===== config.mk =====
export PLATFORM = sky130hd
export DESIGN_NAME = vga_timing_gen
export DESIGN_NICKNAME = d
export VERILOG_FILES = /design/src/rtl/vga_timing_gen.sv
export SDC_FILE = /design/constraint.sdc
export NUM_CORES = 1
export LEC_CHECK = 0
export CORE_ASPECT_RATIO = 0.6
export CORE_MARGIN = 8
export CORE_UTILIZATION = 40
export DETAILED_ROUTE_END_ITERATION = 7
export PLACE_DENSITY_LB_ADDON = 0.2
export SLEW_MARGIN = 15
export SYNTH_ARGS = -nofsm -noshare
export SYNTH_HDL_FRONTEND = slang
export SYNTH_SLANG_ARGS = --single-unit

===== constraint.sdc =====
create_clock -name clk_i -period 2.2 [get_ports clk_i]
set_input_delay 0.44 -clock clk_i [delete_from_list [all_inputs] [get_ports clk_i]]
set_output_delay 0.44 -clock clk_i [all_outputs]
set_load 0.01 [all_outputs]

===== src/rtl/vga_timing_gen.sv =====
// Parametrised VGA sync generator with an internal pixel-clock-enable divider.
// Ports:
//   clk_i          system clock
//   reset_i        synchronous active-high reset
//   enable_i       run enable; low freezes all counters
//   pixel_tick_o   one-clk pixel enable, once per CLK_DIV clocks
//   hsync_o        horizontal sync, active level H_POL
//   vsync_o        vertical sync, active level V_POL
//   video_on_o     high inside the visible area
//   pixel_x_o      horizontal position (XW bits)
//   pixel_y_o      vertical position (YW bits)
//   line_start_o   one-clk pulse after h wraps to 0
//   frame_start_o  one-clk pulse after h and v both wrap to 0
//   frame_cnt_o    8-bit frame counter, only with VGA_FRAME_COUNTER_EN defined
// All outputs are registered and decoded from next-state counts, so the
// sync/video/strobe outputs line up with pixel_x_o/pixel_y_o.
module vga_timing_gen #(
  parameter int H_ACTIVE = 640,
  parameter int H_FP     = 16,
  parameter int H_SYNC   = 96,
  parameter int H_BP     = 48,
  parameter int V_ACTIVE = 480,
  parameter int V_FP     = 10,
  parameter int V_SYNC   = 2,
  parameter int V_BP     = 33,
  parameter int H_POL    = 0,
  parameter int V_POL    = 0,
  parameter int CLK_DIV  = 4,
  parameter int XW       = 10,
  parameter int YW       = 10
) (
  input  logic          clk_i,
  input  logic          reset_i,
  input  logic          enable_i,
  output logic          pixel_tick_o,
  output logic          hsync_o,
  output logic          vsync_o,
  output logic          video_on_o,
  output logic [XW-1:0] pixel_x_o,
  output logic [YW-1:0] pixel_y_o,
  output logic          line_start_o,
  output logic          frame_start_o
`ifdef VGA_FRAME_COUNTER_EN
  ,
  output logic [7:0]    frame_cnt_o
`endif
);

  localparam int H_TOTAL = H_ACTIVE + H_FP + H_SYNC + H_BP;
  localparam int V_TOTAL = V_ACTIVE + V_FP + V_SYNC + V_BP;
  localparam int DW = (CLK_DIV > 1) ? $clog2(CLK_DIV) : 1;

  localparam logic [DW-1:0] DIV_LAST = DW'(CLK_DIV - 1);

  localparam logic [XW-1:0] H_LAST = XW'(H_TOTAL - 1);
  localparam logic [XW-1:0] H_ACT  = XW'(H_ACTIVE);
  localparam logic [XW-1:0] HS_BEG = XW'(H_ACTIVE + H_FP);
  localparam logic [XW-1:0] HS_END = XW'(H_ACTIVE + H_FP + H_SYNC);

  localparam logic [YW-1:0] V_LAST = YW'(V_TOTAL - 1);
  localparam logic [YW-1:0] V_ACT  = YW'(V_ACTIVE);
  localparam logic [YW-1:0] VS_BEG = YW'(V_ACTIVE + V_FP);
  localparam logic [YW-1:0] VS_END = YW'(V_ACTIVE + V_FP + V_SYNC);

  localparam logic HS_ON = (H_POL != 0);
  localparam logic VS_ON = (V_POL != 0);

  if (CLK_DIV < 1) begin : g_bad_div
    $error("vga_timing_gen: CLK_DIV must be >= 1");
  end
  if (H_FP < 1 || H_SYNC < 1 || H_BP < 1) begin : g_bad_h
    $error("vga_timing_gen: horizontal porch/sync widths must be >= 1");
  end
  if (V_FP < 1 || V_SYNC < 1 || V_BP < 1) begin : g_bad_v
    $error("vga_timing_gen: vertical porch/sync widths must be >= 1");
  end
  if (H_TOTAL - 1 >= (1 << XW)) begin : g_bad_xw
    $error("vga_timing_gen: XW too narrow for H_TOTAL-1");
  end
  if (V_TOTAL - 1 >= (1 << YW)) begin : g_bad_yw
    $error("vga_timing_gen: YW too narrow for V_TOTAL-1");
  end

  logic [DW-1:0] div_q, div_d;
  // wrap_q remembers that the divider sits on its last count. It survives a
  // disable window so the pending pixel advance is not lost on re-enable.
  logic          wrap_q, wrap_d;
  logic [XW-1:0] h_q, h_d;
  logic [YW-1:0] v_q, v_d;
  logic          tick_q, tick_d;
  logic          hs_q, hs_d;
  logic          vs_q, vs_d;
  logic          von_q, von_d;
  logic          ls_q, ls_d;
  logic          fs_q, fs_d;
  logic          adv;

  always_comb begin
    div_d  = div_q;
    wrap_d = wrap_q;
    h_d    = h_q;
    v_d    = v_q;
    adv    = 1'b0;
    if (enable_i) begin
      adv    = wrap_q;
      div_d  = (div_q == DIV_LAST) ? '0 : div_q + 1'b1;
      wrap_d = (div_d == DIV_LAST);
      if (adv) begin
        if (h_q == H_LAST) begin
          h_d = '0;
          v_d = (v_q == V_LAST) ? '0 : v_q + 1'b1;
        end else begin
          h_d = h_q + 1'b1;
        end
      end
    end
  end

  always_comb begin
    tick_d = enable_i & wrap_d;
    hs_d   = hs_q;
    vs_d   = vs_q;
    if (enable_i) begin
      hs_d = (h_d >= HS_BEG && h_d < HS_END) ? HS_ON : ~HS_ON;
      vs_d = (v_d >= VS_BEG && v_d < VS_END) ? VS_ON : ~VS_ON;
    end
    von_d = enable_i & (h_d < H_ACT) & (v_d < V_ACT);
    ls_d  = adv & (h_d == '0);
    fs_d  = ls_d & (v_d == '0);
  end

  always_ff @(posedge clk_i) begin
    if (reset_i) begin
      div_q  <= '0;
      wrap_q <= 1'b0;
      h_q    <= '0;
      v_q    <= '0;
      tick_q <= 1'b0;
      hs_q   <= ~HS_ON;
      vs_q   <= ~VS_ON;
      von_q  <= 1'b0;
      ls_q   <= 1'b0;
      fs_q   <= 1'b0;
    end else begin
      div_q  <= div_d;
      wrap_q <= wrap_d;
      h_q    <= h_d;
      v_q    <= v_d;
      tick_q <= tick_d;
      hs_q   <= hs_d;
      vs_q   <= vs_d;
      von_q  <= von_d;
      ls_q   <= ls_d;
      fs_q   <= fs_d;
    end
  end

  assign pixel_tick_o  = tick_q;
  assign hsync_o       = hs_q;
  assign vsync_o       = vs_q;
  assign video_on_o    = von_q;
  assign pixel_x_o     = h_q;
  assign pixel_y_o     = v_q;
  assign line_start_o  = ls_q;
  assign frame_start_o = fs_q;

`ifdef VGA_FRAME_COUNTER_EN
  logic [7:0] fcnt_q, fcnt_d;

  always_comb begin
    fcnt_d = fcnt_q;
    if (fs_d) begin
      fcnt_d = fcnt_q + 8'd1;
    end
  end

  always_ff @(posedge clk_i) begin
    if (reset_i) begin
      fcnt_q <= '0;
    end else begin
      fcnt_q <= fcnt_d;
    end
  end

  assign frame_cnt_o = fcnt_q;
`endif

endmodule


Word level (Yosys, flattened, before mapping)
Index checks and enable logic that the tools add are counted.

word-level totals
  bits of input ports = 3
  bits in registers = 29

cells by class
  equal/unequal tests = 4
  add/subtract/negate cells = 3
  reduce and logical (&&, ||, !) cells = 4
  bitwise operators = 5
  multiplexer cells = 12
  order comparisons = 6

operators with widths
  cell                     number
  $mux W10                 7
  $add A10 B1 Y10 const B  2
  $eq A10 B10 Y1 const B   2
  $logic_not A10 Y1        2
  $lt A10 B10 Y1 const B   2
  $lt A10 B9 Y1 const B    2
  $ge A10 B10 Y1 const B   1
  $ge A10 B9 Y1 const B    1
  $and A1 B1 Y1            5
  $eq A2 B2 Y1 const B     2
  $mux W1                  4
  $add A2 B1 Y2 const B    1
  $logic_and A1 B1 Y1      2
  $mux W2                  1

Longest topological paths before layout
Gate-level depths: netlist of run 1.

  word-level depth = 8
  gate-level depth with buffers = 9

Worst setup path before layout of run 1
Ideal clock, no wire load.

  path kind = reg-to-reg
  start = register h_q[0], in the netlist pixel_x_o[0]
  end = register von_q, in the netlist video_on_o
  required time = 2.088 ns
  library setup time = 0.112 ns
  data arrival time = 1.955 ns
  buffers on the path = 1
  stages on the path, launching flop included = 9
  clock period less this slack = 2.067 ns
  slack = 0.133 ns
  cells stage by stage = dfxtp_1 -> ha_1 -> and2_1 -> buf_2 -> nand4_4 -> nor3_2 -> xnor2_1 -> nor4_2 -> a2111oi_1

on the way
  longest elaborated chain between the ends = 7
  elaborated cells between the ends (all ways) = 12
  those cells by class = add/sub: 1; order compare: 2; eq/ne: 1; mux: 6; bitwise: 2

RTL lines
  element                                                   RTL line  source
  from (decl)                                               88        logic [XW-1:0] h_q, h_d;
  from (signal assigned)                                    136       h_q <= '0;
  from (signal assigned)                                    147       h_q <= h_d;
  $add A10 B1 Y10 / $eq A10 B10 Y1 (equally long branches)  113, 109
  $mux W10                                                  109       if (h_q == H_LAST) begin
  $mux W10                                                  108       if (adv) begin
  $mux W10                                                  104       if (enable_i) begin
  $lt A10 B10 Y1                                            127       von_d = enable_i & (h_d < H_ACT) & (v_d < V_ACT);
  $and A1 B1 Y1                                             127
  $and A1 B1 Y1 *                                           127
  to (signal assigned)                                      152       von_q <= von_d;
  to (decl)                                                 93        logic von_q, von_d;

Mark *: on every way between the ends. The rest lies on a longest branch, timed or not.
A chain may end at the register's enable or synchronous reset.

Worst setup path in the final report of run 1
  start = input port enable_i
  end = register fs_q, in the netlist frame_start_o

on the way
  longest elaborated chain between the ends = 4
  elaborated cells between the ends (all ways) = 7
  those cells by class = mux: 3; bitwise: 2; reduce/logical: 2

RTL lines
  element               RTL line  source
  from (decl)           34        input logic enable_i,
  $mux W10              104
  $logic_not A10 Y1     128       ls_d = adv & (h_d == '0);
  $and A1 B1 Y1         128
  $and A1 B1 Y1 *       129       fs_d = ls_d & (v_d == '0);
  to (signal assigned)  154       fs_q <= fs_d;
  to (decl)             95        logic fs_q, fs_d;

Marks and branches as above.

==> results of run 1 <==
## power groups by stage
stage	Combinational, uW	Clock (uW)	Sequential (uW)
2_1_floorplan	22.6	0	548
3_3_place_gp	43.0	0	548
3_5_place_dp	43.0	0	548
4_1_cts	43.2	458	536
5_1_grt	46.4	479	537
6_report	43.3	442	536
## area by class of cell
cell class                      count  area (sq um)  area share [%]
Multi-Input combinational cell    167          1120            45.6
Sequential cell                    29           582            23.6
Timing Repair Buffer               67           573            23.2
Clock buffer                        7          86.3            3.50
Tap cell                           63          78.8            3.19
Inverter                            6          22.5           0.913
## what timing repair did
action / in CTS / in global routing
pin swaps: 0 / 2
buffers inserted: 0 / 0
setup endpoints to repair: 1 / 3
resized for setup: 1 / 5
## stage by stage
step	power (uW)	setup TNS (ps)	instance area [sq um]	std cells
3_3_place_gp	591	-1290	2360	332
6_report	1020	0	2470	339
2_1_floorplan	571	0	1790	216
3_5_place_dp	591	-1490	2360	332
4_1_cts	1040	0	2450	339
5_1_grt	1060	-2.04	2470	339
## cells in the final DEF (no fill, tap or decap), types with 6 or more instances in the layout
cell | Yosys | final
buf_4 | 1 | 39
nor2_1 | 30 | 29
dfxtp_1 | 29 | 28
clkdlybuf4s50_1 | 0 | 28
nand3_1 | 16 | 16
nand2_1 | 15 | 15
a21oi_1 | 12 | 12
o21ai_0 | 10 | 10
nand4_1 | 7 | 7
nor3_1 | 7 | 7
inv_1 | 6 | 6
clkbuf_8 | 0 | 6
## how the worst max path moves through the flow
stage                            startpoint                  endpoint  slack, ps
floorplan           pixel_x_o[0]$_SDFF_PP0_     video_on_o$_SDFF_PP0_        130
global placement                   enable_i     video_on_o$_SDFF_PP0_       -310
detailed placement                 enable_i     video_on_o$_SDFF_PP0_       -320
CTS                                enable_i     video_on_o$_SDFF_PP0_         50
global route                       enable_i  frame_start_o$_SDFF_PP0_         -2
finish                             enable_i  frame_start_o$_SDFF_PP0_        110
## kinds of logic (layout without fill, tap and decap cells)
| family | after synthesis | count (layout) |
|---|---|---|
| AND/OR/NAND/NOR | 106 | 106 |
| adder cells (fa/ha/maj) | 5 | 5 |
| flip-flops | 29 | 29 |
| buffers and inverters | 20 | 80 |
| multiplexers | 5 | 5 |
| AO/OA/AOI/OAI | 43 | 43 |
| XOR/XNOR | 8 | 8 |
## per-layer routing
layer,vias to the layer above,global-route usage [%],share of wire (%)
met5,-,0,0
met4,0,5.99,0.87
met3,5,4.37,9.8
met2,73,19.6,37
met1,821,23.3,52
li1,898,-,-
## flip-flops by register name (all words and copies together), names as in the netlist
name	count
wrap_q	1
pixel_y_o	10
hsync_o	1
line_start_o	1
video_on_o	1
div_q	2
vsync_o	1
pixel_x_o	10
frame_start_o	1
pixel_tick_o	1
## tightest hold or removal path, stage by stage (launching register included)
cell	delay, ps
dfxtp_1	320
nor2_1	90
a211oi_1	50
==> results.toml, run 1 <==
[run_status]
outcome = "completed"

[timing]
relSlewSlack_pct = 70.2
drv_slew = 0
worstMarginPinSlew_ps = 444
setup-violations-final = 0
period_share_pct = 95.2
hold_slack_ps = 507
rsz0062_at_grt = "yes"
hold_violations = 0
finalWorstSetupSlack_ps = 105
fin_skew_ps = 4.10
max_freq_mhz = 477
period_needed_ps = 2090

[clocking]
numCtsBuffers = 5
clkTransAtPathRegs_ps = 60
tritoncts = "built"
clock-sinks = 29
cts_hold_buf = 0
cts_buffer_depth = 2
cts_root_buf = "clkbuf_8"
worstSkewPairLatency_ps = 280
cts_max_level = 2

[route]
vias_per_cell = 5.30
firstDrtPassIters = 4
vias = 1797
wirelength_mm = 5.17
initialDrtViolationCount = 131
drt-wirelength-per-cell_um = 15.2
drc_errors = 0
final_antenna_net_count = 0

[yosys]
synth.mux.area_fraction_pct = 2.93
synth_top_family_by_area = "simple AND/OR/NAND/NOR gates"
yosysWarnings = 0
synth-main-ff-cell = "dfxtp_1"
yosys.area_share.simple_pct = 34.8
synth_area_leaders = "dfxtp_1, nor2_1, nand3_1"
netlist_area_sq_um = 1790
synth_seq_cells = 29
synth_nets = 224
synth_common_cells = "nor2_1, dfxtp_1, nand3_1"
synthAdderAreaFrac_pct = 3.49
synthCells = 216
synth_xor_area_share_pct = 3.91
synth_compound_area_share_pct = 16.7
yosysMostFrequentCell = "nor2_1"
ys_seq_area_share_pct = 32.4
yosysTopAreaCell = "dfxtp_1"
ys_types = 49
synthArstFlopShare_pct = 0
synth_top_area_share_pct = 32.4
synth_area_per_cell_sq_um = 8.30
synth-edff-count = 0

[layout]
fillerInstances = 423
area_growth_pct = 37.6
final_layout_size_suffix_gt1_share_pct = 22.1
fin_nets = 284
num_antenna_cells = 0
fin_util_pct = 55.5

[critical_path]
required_ps = 2370
rrSetupSlack_ps = 150
crit_chain = "clkdlybuf4s50_1 > nand3_1 > buf_4 > a211oi_1 > o21ai_1 > a22oi_1 > buf_4 > nor4_4 > and4_1"
max_stage_delay_ps = 530
worstPathArrival_ps = 2270
worst-setup-path-type = "in2reg"
critPathCaptureType = "flop"
critPathMaxFanout = 4
path_common_cell = "buf_4"
cp-start-kind = "input pin"
r2r-start = "pixel_x_o[0]$_SDFF_PP0_"
reg2reg_depth = 9
critPathTopFamily = "buffers and inverters"
crit_buf_inv = 3
slowest_stage = "clkdlybuf4s50_1"
timing.rr.end = "video_on_o$_SDFF_PP0_"
cp_num_cells = 9

[floorplan]
fp.dieH_um = 67.9
core_sq_um = 4450
io_pins = 29
start_util_pct = 40.3
rows = 19
dieArea_sq_um = 6950
die_x_um = 102

[hold_path]
worstHoldPathType = "reg2reg"
holdPathStages = 2
min-delay-start = "div_q[1]$_SDFFE_PP0P_"
min_to = "div_q[1]$_SDFFE_PP0P_"

[power]
irDropWorstVdd_mv = 0.230
p_per_area_nw_per_um2 = 414
clkPwrFrac_pct = 43.3
seqPwrFrac_pct = 52.5
p_leak_uw = 0.000920
switchingPower_uw = 224
power_frac_comb_pct = 4.2
swShare_pct = 21.9
intPower_uw = 798

[placed_design]
dp_hpwl_mm = 3.93
gp_congestion = 0.959
numPortBuffers = 28
dp_slack_ps = -316

[global_routing]
grt_pass1_vias = 1583
grt.overflow.total = 0
grt_pass1_wl_mm = 8.12
track_usage_pct = 15.5
antenna_found_initial = 0
grt_max_degree = 28

[job]
maxCapViolations = 0
Note: power is estimated with default switching activity, not from simulation.
==> run 2: changes to the inputs <==
CORE_MARGIN = 10   (was 8)
SETUP_SLACK_MARGIN = 0.3   (was unset)
==> run 2 against run 1 <==
Worst setup slack better by 170 ps. Largest power group unchanged. Clock-buffer cell count unchanged. Via count up 0.22%. Global-route usage down 0.86 points. Final area up 6.3%. Highest routed layer unchanged. Clock power up 2%. Register-to-register slack better by 120 ps. Worst hold slack better by 6.8 ps. Sequential share of layout area down 0.45 points. Non-clock buffer count up 1.
==> results.toml, run 2 (synthesized netlist as in run 1, its figures left out) <==
[run_status]
outcome = "completed"

[critical_path]
cp-start-kind = "flop"
crit_chain = "inv_4 > ha_4 > and4b_1 > nand4_1 > o21ai_1 > mux2_2 > and4_1 > and4_1"
cp_num_cells = 8
reg2reg_depth = 8
required_ps = 2370
worst-setup-path-type = "reg2reg"
max_stage_delay_ps = 390
slowest_stage = "dfxtp_4"
crit_buf_inv = 1
worstPathArrival_ps = 2100
critPathMaxFanout = 6
path_common_cell = "and4_1"
critPathTopFamily = "simple AND/OR/NAND/NOR gates"
critPathCaptureType = "flop"

[route]
drt-wirelength-per-cell_um = 16.3
initialDrtViolationCount = 103
drc_errors = 0
vias = 1801
final_antenna_net_count = 0
wl_met3_um = 442
vias_per_cell = 5.34
m1WireLength_mm = 2.87
firstDrtPassIters = 4
top_layer = "met4"
wirelength_mm = 5.48
dr_wl_met2_mm = 2.12

[global_routing]
grt.overflow.total = 0
antenna_found_initial = 0
grt_max_degree = 17
grt_pass1_wl_mm = 9.06
grt_pass1_vias = 1670
track_usage_pct = 14.6

[layout]
final_common_cell = "buf_4"
area_growth_pct = 46.3
num_antenna_cells = 0
final_layout_size_suffix_gt1_share_pct = 32.9
fillerInstances = 372
final_cell_mix = "buf_4, nor2_1, clkdlybuf4s50_1"
fin_nets = 285

[clocking]
cts_root_buf = "clkbuf_8"
cts_buffer_depth = 2
cts_hold_buf = 0
numCtsBuffers = 5
tritoncts = "built"
clkTransAtPathRegs_ps = 70
cts_max_level = 2
clock-sinks = 29
worstSkewPairLatency_ps = 280

[placed_design]
numPortBuffers = 28
gp_congestion = 0.910
dp_hpwl_mm = 4.07

[power]
p_leak_uw = 0.000973
p_total_uw = 1030
p_per_area_nw_per_um2 = 392
irDropWorstVdd_mv = 0.361

[timing]
drv_slew = 0
hold_violations = 0
worstMarginPinSlew_ps = 492
fin_skew_ps = 8.63
relSlewSlack_pct = 66.9
rsz0062_at_grt = "yes"
max_freq_mhz = 519
hold_slack_ps = 514
period_needed_ps = 1930
period_share_pct = 87.6
setup-violations-final = 0

[hold_path]
holdPathStages = 2
worstHoldPathType = "reg2reg"

[floorplan]
fp.dieH_um = 71.9
die_x_um = 106
io_pins = 29
dieArea_sq_um = 7650
rows = 18
core_sq_um = 4210
start_util_pct = 42.6

[job]
maxCapViolations = 0
run 2: worst min-delay path, delay by kind of cell (launching register included):
family	cells	cell delay, ps
flip-flops	1	330
AND/OR/NAND/NOR	1	90
AO/OA/AOI/OAI	1	50
run 2: metrics by stage:
step	setup TNS (ps)	std cells	util, %	setup WS, ps	area, sq um
2_1_floorplan	0	216	-	293	1810
3_3_place_gp	-1070	324	55.6	-251	2340
3_5_place_dp	-1360	324	55.6	-328	2340
4_1_cts	0	333	59.6	258	2510
5_1_grt	0	337	62.3	163	2620
6_report	0	337	62.3	272	2620
run 2: what timing repair did:
| item | in CTS | in global routing |
|---|---|---|
| pin swaps | 5 | 8 |
| buffers inserted | 2 | 4 |
| gates resized for setup | 21 | 27 |
| setup endpoints to repair | 10 | 10 |
run 2: cell type report:
class | count | area, sq um | area share, %
Sequential cell | 29 | 607 | 23.1
Inverter | 6 | 25.0 | 0.954
Clock buffer | 7 | 86.3 | 3.29
Timing Repair Buffer | 68 | 594 | 22.7
Multi-Input combinational cell | 167 | 1240 | 47.1
Tap cell | 60 | 75.1 | 2.86
run 2: routing by layer:
layer	global-route usage [%]	vias up
met2	18.6	54
met5	0	-
met4	4.33	0
met1	21.7	835
met3	5.18	5
li1	-	907
run 2: path summary, 6_finish.rpt:
check	start	slack, ps	to
setup / recovery	pixel_y_o[0]$_SDFF_PP0_	270	frame_start_o$_SDFF_PP0_
setup reg to reg	pixel_y_o[0]$_SDFF_PP0_	270	frame_start_o$_SDFF_PP0_
hold reg to reg	div_q[1]$_SDFFE_PP0P_	510	div_q[1]$_SDFFE_PP0P_
hold / removal	div_q[1]$_SDFFE_PP0P_	510	div_q[1]$_SDFFE_PP0P_
run 2: power by group:
part	internal (uW)	switching [uW]	total, uW
registers	527	5.58	532
clock network	248	202	450
logic	19.3	26.3	45.6
total	794	234	1030
==> run 3: changes to the inputs <==
==> constraint.sdc (replaced) <==
create_clock -name clk_i -period 2.2 [get_ports clk_i]
set_input_delay 0.44 -clock clk_i [delete_from_list [all_inputs] [get_ports clk_i]]
set_output_delay 0.44 -clock clk_i [all_outputs]
set_load 0.005 [all_outputs]
==> run 3 against run 2 <==
Register-to-register slack barely moved. Fmax up 0.49%. Sequential power barely moved. Worst setup slack gained 9.5 ps. Cell count increased by 1.8%. Utilization rose by 0.50 points. Final area up 0.81%. Critical endpoint unchanged.
==> results.toml, run 3 (synthesized netlist as in run 1, its figures left out) <==
[run_status]
outcome = "completed"

[placed_design]
dp_slack_ps = -294
numPortBuffers = 28
dp_hpwl_mm = 4.06
gp_congestion = 0.877
postPlaceCellArea_sq_um = 2340

[clocking]
clock-sinks = 29
clkTransAtPathRegs_ps = 60
cts_max_level = 2
cts_buffer_depth = 2
numCtsBuffers = 5
worstSkewPairLatency_ps = 280
cts_hold_buf = 0
cts_root_buf = "clkbuf_8"
tritoncts = "built"

[floorplan]
dieArea_sq_um = 7650
fp.dieH_um = 71.9
die_x_um = 106
io_pins = 29
core_sq_um = 4210
start_util_pct = 42.6
rows = 18

[critical_path]
cp-start-kind = "flop"
worstPathArrival_ps = 2100
required_ps = 2380
slowest_stage = "dfxtp_4"
worst-setup-path-type = "reg2reg"
max_stage_delay_ps = 360
timing.rr.end = "frame_start_o$_SDFF_PP0_"
path_common_cell = "and4_1"
critPathCaptureType = "flop"
crit_chain = "ha_4 > and2_1 > buf_4 > nand4_4 > buf_6 > mux2_2 > and4_1 > and4_1"
r2r-start = "pixel_x_o[1]$_SDFF_PP0_"
reg2reg_depth = 8
rrSetupSlack_ps = 280
critPathMaxFanout = 5

[job]
maxCapViolations = 0

[global_routing]
grt_max_degree = 15
grt.overflow.total = 0
grt_pass1_wl_mm = 8.80
grt_util_met3_pct = 4.55
antenna_found_initial = 0
grt_pass1_vias = 1651
gr-max-usage-layer = "met1"
use_met2_pct = 17.5
track_usage_pct = 14.3
grt_use_met1_pct = 21.9

[layout]
finalInstanceArea_sq_um = 2650
final_common_cell = "buf_4"
area_growth_pct = 47.5
multi_input_area_sq_um = 1230
final_layout_size_suffix_gt1_share_pct = 33.6
fin_nets = 290
fillerInstances = 378
num_antenna_cells = 0
final_cell_mix = "buf_4, nor2_1, clkdlybuf4s50_1"
fin_util_pct = 62.8
seqCellArea_sq_um = 608

[hold_path]
worstHoldPathType = "reg2reg"
min_to = "pixel_x_o[1]$_SDFF_PP0_"
min-delay-start = "pixel_x_o[1]$_SDFF_PP0_"
holdPathStages = 2

[timing]
drv_slew = 0
period_share_pct = 87.2
setup-violations-final = 0
finalSetupTns_ps = 0
hold_violations = 0
worstMarginPinSlew_ps = 528
max_freq_mhz = 521
rsz0062_at_grt = "yes"
period_needed_ps = 1920
relSlewSlack_pct = 64.5
finalWorstSetupSlack_ps = 281
fin_skew_ps = 4.14

[route]
drt-wirelength-per-cell_um = 16.2
firstDrtPassIters = 4
initialDrtViolationCount = 185
vias = 1830
wirelength_mm = 5.54
final_antenna_net_count = 0
vias_per_cell = 5.34
drc_errors = 0

[power]
irDropWorstVdd_mv = 0.209
p_total_uw = 1000
p_per_area_nw_per_um2 = 380
p_leak_uw = 0.000967
## run 3: worst max path at each step
| stage | startpoint | end | depth (start not counted) |
|---|---|---|---|
| final | pixel_x_o[1]$_SDFF_PP0_ | frame_start_o$_SDFF_PP0_ | 8 |
| after floorplan | pixel_x_o[0]$_SDFF_PP0_ | vsync_o$_SDFFE_PP1P_ | 8 |
| after global routing | pixel_x_o[1]$_SDFF_PP0_ | frame_start_o$_SDFF_PP0_ | 8 |
| after CTS | pixel_x_o[1]$_SDFF_PP0_ | frame_start_o$_SDFF_PP0_ | 8 |
| after detailed placement | enable_i | frame_start_o$_SDFF_PP0_ | 7 |
| after global placement | enable_i | frame_start_o$_SDFF_PP0_ | 7 |
## run 3: power by group
group | leakage, uW | internal, uW | switching, uW | total (uW)
combinational | 0.000680 | 19.9 | 24.7 | 44.6
clock | 0.0000450 | 219 | 209 | 427
sequential | 0.000243 | 527 | 5.43 | 532
## run 3: metrics by stage
stage,hold slack [ps],instances
floorplan,464,216
global placement,473,325
detailed placement,478,325
CTS,509,333
global route,540,343
finish,500,343
## run 3: layout make-up
cell class	instances	share of cell area, %
Inverter	6	0.946
Clock buffer	6	2.74
Timing Repair Buffer	73	23.7
Tap cell	60	2.84
Sequential cell	29	23.0
Multi-Input combinational cell	167	46.4
Clock inverter	2	0.378
## run 3: routing by layer
layer / vias up / wire [um] / share of wire (%)
met5: - / 0 / 0
met4: 0 / 51 / 0.92
met3: 5 / 568 / 10
met2: 75 / 2060 / 37
met1: 833 / 2860 / 52
li1: 917 / - / -
## run 3: what timing repair did
item | CTS | global route
pin swaps | 4 | 6
gates cloned | 0 | 0
gates resized for setup | 14 | 33
endpoints found under the setup margin | 10 | 9
hold endpoints to repair | 0 | 0
setup buffers | 0 | 10
## run 3: worst max-delay path: cells and delay by family, from the launching register on
family | cells | cell delay [ps]
simple gates | 4 | 650
flops | 1 | 360
mux | 1 | 340
buf+inv | 2 | 270
fa+ha+maj | 1 | 170
